<file path="config.mk">
export PLATFORM = sky130hd
export DESIGN_NAME = seg_capture
export DESIGN_NICKNAME = d
export VERILOG_FILES = /design/src/rtl/seg_capture.sv
export SDC_FILE = /design/constraint.sdc
export NUM_CORES = 1
export LEC_CHECK = 0
export ABC_AREA = 1
export CAP_MARGIN = 40
export CORE_MARGIN = 2
export CORE_UTILIZATION = 53
export DETAILED_ROUTE_END_ITERATION = 10
export PLACE_DENSITY_LB_ADDON = 0.1
export SYNTH_ARGS = -nofsm -noshare
export SYNTH_HDL_FRONTEND = slang
export SYNTH_SLANG_ARGS = --single-unit
</file>
<file path="constraint.sdc">
create_clock -name clk -period 5.26 [get_ports clk]
set_clock_uncertainty 0.2 [all_clocks]
set_input_delay 1.578 -clock clk [delete_from_list [all_inputs] [get_ports clk]]
set_output_delay 1.578 -clock clk [all_outputs]
set_load 0.01 [all_outputs]
</file>
<file path="src/rtl/seg_capture.sv">
// seg_capture: reader side of the multiplexed 7-segment display path.
// Samples an active-low segment bus plus active-low digit enables, waits for
// each digit's pattern to settle, decodes it back to a hex value and decimal
// point, and keeps one shadow register per digit.
// Optional macro SEG_CAPTURE_SYNC_EN adds a two-flop synchronizer ahead of the
// input register for buses arriving from a pin or another clock domain.
module seg_capture #(
    parameter int unsigned NUM_DIGITS    = 8,
    parameter int unsigned STABLE_CYCLES = 4
) (
    input  logic                    clk,
    input  logic                    rst_n,
    input  logic [7:0]              seg_in,
    input  logic [NUM_DIGITS-1:0]   an_in,
    output logic [4*NUM_DIGITS-1:0] value_o,
    output logic [NUM_DIGITS-1:0]   blank_o,
    output logic [NUM_DIGITS-1:0]   dp_o,
    output logic                    upd_valid,
    output logic [2:0]              upd_idx,
    output logic [3:0]              upd_value,
    output logic                    err
);

    typedef enum logic [1:0] {
        ST_IDLE,
        ST_SETTLE,
        ST_HOLD
    } state_t;

    state_t                  r_state;
    state_t                  w_state_nxt;
    logic [3:0]              r_cnt;
    logic [3:0]              w_cnt_nxt;
    logic                    w_capture;

    logic [7:0]              w_seg_src;
    logic [NUM_DIGITS-1:0]   w_an_src;

    logic [7:0]              r_seg;
    logic [NUM_DIGITS-1:0]   r_an;
    logic [7:0]              r_prev_seg;
    logic [NUM_DIGITS-1:0]   r_prev_an;
    logic [2:0]              r_prev_idx;

    logic [3:0]              w_zeros;
    logic [2:0]              w_idx;
    logic                    w_sel_valid;
    logic                    w_changed;
    logic [4:0]              w_dec;
    logic                    w_blank_pat;
    logic [3:0]              w_cnt_last;

    logic [4*NUM_DIGITS-1:0] r_value;
    logic [NUM_DIGITS-1:0]   r_blank;
    logic [NUM_DIGITS-1:0]   r_dp;
    logic                    r_upd_valid;
    logic [2:0]              r_upd_idx;
    logic [3:0]              r_upd_value;
    logic                    r_err;

`ifdef SEG_CAPTURE_SYNC_EN
    logic [7:0]              r_seg_s1;
    logic [7:0]              r_seg_s2;
    logic [NUM_DIGITS-1:0]   r_an_s1;
    logic [NUM_DIGITS-1:0]   r_an_s2;

    // Two-flop synchronizer; idles at all-ones (everything off / deselected).
    always_ff @(posedge clk or negedge rst_n) begin
        if (!rst_n) begin
            r_seg_s1 <= '1;
            r_seg_s2 <= '1;
            r_an_s1  <= '1;
            r_an_s2  <= '1;
        end else begin
            r_seg_s1 <= seg_in;
            r_seg_s2 <= r_seg_s1;
            r_an_s1  <= an_in;
            r_an_s2  <= r_an_s1;
        end
    end

    assign w_seg_src = r_seg_s2;
    assign w_an_src  = r_an_s2;
`else
    assign w_seg_src = seg_in;
    assign w_an_src  = an_in;
`endif

    // Decode the seven segment bits (a..g, active-low) to a hex digit; bit 4 = hit.
    function automatic logic [4:0] f_decode(input logic [6:0] s);
        case (s)
            7'b0000001: f_decode = {1'b1, 4'h0};
            7'b1001111: f_decode = {1'b1, 4'h1};
            7'b0010010: f_decode = {1'b1, 4'h2};
            7'b0000110: f_decode = {1'b1, 4'h3};
            7'b1001100: f_decode = {1'b1, 4'h4};
            7'b0100100: f_decode = {1'b1, 4'h5};
            7'b0100000: f_decode = {1'b1, 4'h6};
            7'b0001111: f_decode = {1'b1, 4'h7};
            7'b0000000: f_decode = {1'b1, 4'h8};
            7'b0000100: f_decode = {1'b1, 4'h9};
            7'b0001000: f_decode = {1'b1, 4'hA};
            7'b1100000: f_decode = {1'b1, 4'hB};
            7'b0110001: f_decode = {1'b1, 4'hC};
            7'b1000010: f_decode = {1'b1, 4'hD};
            7'b0110000: f_decode = {1'b1, 4'hE};
            7'b0111000: f_decode = {1'b1, 4'hF};
            default:    f_decode = {1'b0, 4'h0};
        endcase
    endfunction

    // Input register plus one-cycle history used for the stability compare.
    always_ff @(posedge clk or negedge rst_n) begin
        if (!rst_n) begin
            r_seg      <= '1;
            r_an       <= '1;
            r_prev_seg <= '1;
            r_prev_an  <= '1;
            r_prev_idx <= '0;
        end else begin
            r_seg      <= w_seg_src;
            r_an       <= w_an_src;
            r_prev_seg <= r_seg;
            r_prev_an  <= r_an;
            r_prev_idx <= w_idx;
        end
    end

    // Select is valid when exactly one enable is low; its position is the digit index.
    always_comb begin
        w_zeros = '0;
        w_idx   = '0;
        for (int unsigned i = 0; i < NUM_DIGITS; i++) begin
            if (!r_an[i]) begin
                w_zeros = w_zeros + 4'd1;
                w_idx   = 3'(i);
            end
        end
        w_sel_valid = (w_zeros == 4'd1);
    end

    assign w_changed   = (r_seg != r_prev_seg) || (r_an != r_prev_an);
    assign w_cnt_last  = 4'(STABLE_CYCLES - 1);
    assign w_dec       = f_decode(r_prev_seg[7:1]);
    assign w_blank_pat = (r_prev_seg[7:1] == 7'h7F);

    // State and settle-counter registers.
    always_ff @(posedge clk or negedge rst_n) begin
        if (!rst_n) begin
            r_state <= ST_IDLE;
            r_cnt   <= '0;
        end else begin
            r_state <= w_state_nxt;
            r_cnt   <= w_cnt_nxt;
        end
    end

    // Next state: count identical samples, capture once per settled pattern.
    // The capture branch is tested before change/invalid so that a change on the
    // capture cycle still captures the previous (settled) sample held in r_prev_*.
    always_comb begin
        w_state_nxt = r_state;
        w_cnt_nxt   = r_cnt;
        w_capture   = 1'b0;
        case (r_state)
            ST_IDLE: begin
                w_cnt_nxt = '0;
                if (w_sel_valid) begin
                    w_state_nxt = ST_SETTLE;
                end
            end
            ST_SETTLE: begin
                if (r_cnt == w_cnt_last) begin
                    w_capture = 1'b1;
                    w_cnt_nxt = '0;
                    if (!w_sel_valid) begin
                        w_state_nxt = ST_IDLE;
                    end else if (w_changed) begin
                        w_state_nxt = ST_SETTLE;
                    end else begin
                        w_state_nxt = ST_HOLD;
                    end
                end else if (!w_sel_valid) begin
                    w_state_nxt = ST_IDLE;
                    w_cnt_nxt   = '0;
                end else if (w_changed) begin
                    w_cnt_nxt = '0;
                end else begin
                    w_cnt_nxt = r_cnt + 4'd1;
                end
            end
            ST_HOLD: begin
                w_cnt_nxt = '0;
                if (!w_sel_valid) begin
                    w_state_nxt = ST_IDLE;
                end else if (w_changed) begin
                    w_state_nxt = ST_SETTLE;
                end
            end
            default: begin
                w_state_nxt = ST_IDLE;
                w_cnt_nxt   = '0;
            end
        endcase
    end

    // Capture: update the addressed shadow register and raise one-cycle pulses.
    always_ff @(posedge clk or negedge rst_n) begin
        if (!rst_n) begin
            r_value     <= '0;
            r_blank     <= '1;
            r_dp        <= '0;
            r_upd_valid <= 1'b0;
            r_upd_idx   <= '0;
            r_upd_value <= '0;
            r_err       <= 1'b0;
        end else begin
            r_upd_valid <= 1'b0;
            r_err       <= 1'b0;
            if (w_capture) begin
                if (w_dec[4] || w_blank_pat) begin
                    r_upd_valid <= 1'b1;
                    r_upd_idx   <= r_prev_idx;
                    r_upd_value <= w_dec[4] ? w_dec[3:0] : 4'h0;
                    for (int unsigned i = 0; i < NUM_DIGITS; i++) begin
                        if (3'(i) == r_prev_idx) begin
                            r_dp[i]    <= ~r_prev_seg[0];
                            r_blank[i] <= w_blank_pat;
                            if (w_dec[4]) begin
                                r_value[4*i +: 4] <= w_dec[3:0];
                            end
                        end
                    end
                end else begin
                    r_err <= 1'b1;
                end
            end
        end
    end

    assign value_o   = r_value;
    assign blank_o   = r_blank;
    assign dp_o      = r_dp;
    assign upd_valid = r_upd_valid;
    assign upd_idx   = r_upd_idx;
    assign upd_value = r_upd_value;
    assign err       = r_err;

endmodule

</file>
==> flow_summary.ini <==
[status]
status = finished, final reports clean

[flow_run]
maxCapViolCount = 0

[finish]
instances_no_fill = 686
drive_gt1_share_pct = 18.6
fill_cells = 694
area_growth_pct = 23.2
layout.nets = 602
design_area_sq_um = 5580
antennaDiodeCount = 0

[sta]
setup_viol = 0
period_share_pct = 88.1
tns_ps = 0
worst-slew-pin-transition_ps = 831
hold_slack_ps = 173
maxSlewViolCount = 0
relSlewSlack_pct = 44.6
rsz0062_at_grt = false
final.min_clock_period_ps = 4630
fmax_ghz = 0.216
final_hold_viol_count = 0

[drt]
vias = 3516
finalWirelength_mm = 9.25
ant_nets = 0
drt_iter0_markers = 138
vias_per_cell = 5.13
wl_per_cell_um = 13.5
drc_errors = 0
dr.pass1.iters = 4

[power_and_ir_drop]
powerDensity_nw_per_um2 = 259
leakage_nw = 2.50
ir_worst_vdd_mv = 0.212

[yosys]
ys_ff_latch = 98
avgSynthCellArea_sq_um = 9.17
synth.cell_area_sq_um = 4530
syn-num-nets = 520
seq_area_frac_synth_pct = 55.2
yosys_most_used_dff = dfrtp_1
yosys_warnings = 0
synth_cell_type_count = 37
synthCells = 494
synth_edf_count = 0
async_reset_ff_share_pct = 100

[clocking]
h-tree-depth = 3
cts_buffers = 9
cts_buffer_depth = 2
cts_resized = 0
clk_pin_slew_ps = 90
ctsHoldBuffers = 0
clock_sinks = 98
clock_latency_ps = 350
cts_root_buf = clkbuf_8
cts_tree = built
postCtsSetupBuffers = 0

[worst_setup_path]
crit_fanout = 5
cp.required_ps = 5340
critPathCaptureType = flip-flop
path_class = flip-flop to flip-flop
worst_setup_path_start_kind = flip-flop
critPathArrivalTime_ps = 4720

[worst_hold_path]
worstHoldPathType = flip-flop to flip-flop

[placed_design]
post_dp_cell_area_sq_um = 5390
gp_congestion = 0.940
numPortBuffers = 74
place_inst = 670
dp_hpwl_mm = 7.06

[floorplan]
initial_core_util_pct = 54.9
core_area_sq_um = 8260
fp-row-count = 33
die_w_um = 96.5
die-height_um = 96.5
die_area_sq_um = 9310
ios = 75

[grt]
grt_pass1_vias = 3394
grt_overflow_total = 0
grt_use_total_pct = 21.6
grt_pass1_wl_mm = 15.4
antenna_found_initial = 0
grt_max_degree = 71
-- power breakdown --
part	switching [mW]	internal (mW)
sequential	0.0185	0.781
clock	0.247	0.219
combinational	0.114	0.0654
total	0.380	1.07
-- synth_stat cells, types with 6 or more instances --
master   count  area [sq um]
xor2_1       6          52.6
dfstp_2     40          1050
nand3_2      6          60.1
nand2_2     15          93.8
or2_2        7          43.8
nor2_1      31           116
nor4_1       9          56.3
o21ai_0     54           270
nand2_1    123           462
dfrtp_1     58          1450
ha_1         8           100
nand3_1     30           150
inv_1       47           176
inv_2        6          22.5
nor3_1       7          35.0
xnor2_1      7          61.3
-- sequential cells by signal, indices dropped and copies added (netlist names) --
signal,cells
blank_o,8
dp_o,8
err,1
r_an,8
r_cnt,4
r_prev_an,8
r_prev_idx,3
r_prev_seg,8
r_seg,8
r_state,2
upd_idx,3
upd_valid,1
upd_value,4
value_o,32
-- critical path, cell delays in order, from the launching register on --
cell and delay (ps):
dfstp_2 580, inv_1 50, ha_1 320, inv_1 80
nand2_4 70, nand2_2 60, ha_1 270, nand2_1 80
nand2_1 70, ha_1 270, or2_2 300, nand2_1 110
inv_1 50, ha_1 280, nand2_1 90, nand2_1 70
ha_1 260, or2_2 260, nand2_1 80, inv_1 40
ha_1 260, a21oi_1 120, nand2_1 60, nand2_1 130
nand2_2 100, inv_2 80, nand3_4 90, a21oi_2 120
-- path summary, 6_finish.rpt --
| kind | start | endpoint | slack, ps | cells past startpoint |
|---|---|---|---|---|
| min in group asynchronous | rst_n | value_o[15] | 1120 | 1 |
| max | r_an[1] | r_cnt[2] | 630 | 27 |
| max reg2reg | r_an[1] | r_cnt[2] | 630 | 27 |
| min | r_seg[7] | r_prev_seg[7] | 170 | 0 |
| min reg2reg | r_seg[7] | r_prev_seg[7] | 170 | 0 |
| max in group asynchronous | rst_n | blank_o[1] | 2810 | 2 |
-- layout by cell type (no fill, tap or decap), types with 2 or more instances in the layout --
master and instances:
or2_2 7, inv_1 47, dfstp_2 40, a21oi_1 4, nand3_4 2, nand2_4 2
xor2_1 6, clkinv_1 2, nand2_2 15, nor3_1 7, nand2_1 123, xnor2_1 7
buf_4 4, clkdlybuf4s50_1 73, ha_1 8, nor3_2 2, nor2_4 2, dfrtp_1 58
o21ai_1 2, nor4_1 9, clkbuf_8 9, clkinv_4 2, nand3_1 30, o21ai_0 54
o21a_1 4, nor2_1 31, inv_2 6, nand4_1 4, nor2_2 4, nand3_2 6
-- logic make-up after synthesis --
logic type	count (synthesis)	share of synthesized area [%]
compound gates	68	7.95
xor+xnor	13	2.51
fa+ha+maj	8	2.21
buf+inv	60	5.30
flops	98	55.2
simple gates	247	26.8
-- layout make-up --
class	instances	area (sq um)	share of cell area, %
timing repair buffer	77	761	13.6
clock inverter	7	68.8	1.23
tap	105	131	2.35
sequential	98	2500	44.8
inverter	54	205	3.68
clock buffer	9	124	2.22
multi-input combinational	336	1790	32.1
-- per-stage QoR --
| stage | total power, mW | setup WS, ps | util (%) |
|---|---|---|---|
| 6_report | 1.45 | 626 | 67.6 |
| 5_1_grt | 1.52 | 310 | 67.6 |
| 4_1_cts | 1.46 | 603 | 67.6 |
| 3_5_place_dp | 0.993 | 619 | 65.3 |
| 3_3_place_gp | 0.984 | 788 | 65.3 |
| 2_1_floorplan | 0.935 | 918 | - |
-- layer usage --
metal	global-route usage, %	vias up	share of wire (%)
met3	4.03	6	4.5
li1	-	1766	-
met4	6.10	0	0.48
met2	37.7	76	51
met1	27.6	1668	44
met5	0	-	0
(Power assumes the default switching activity.)
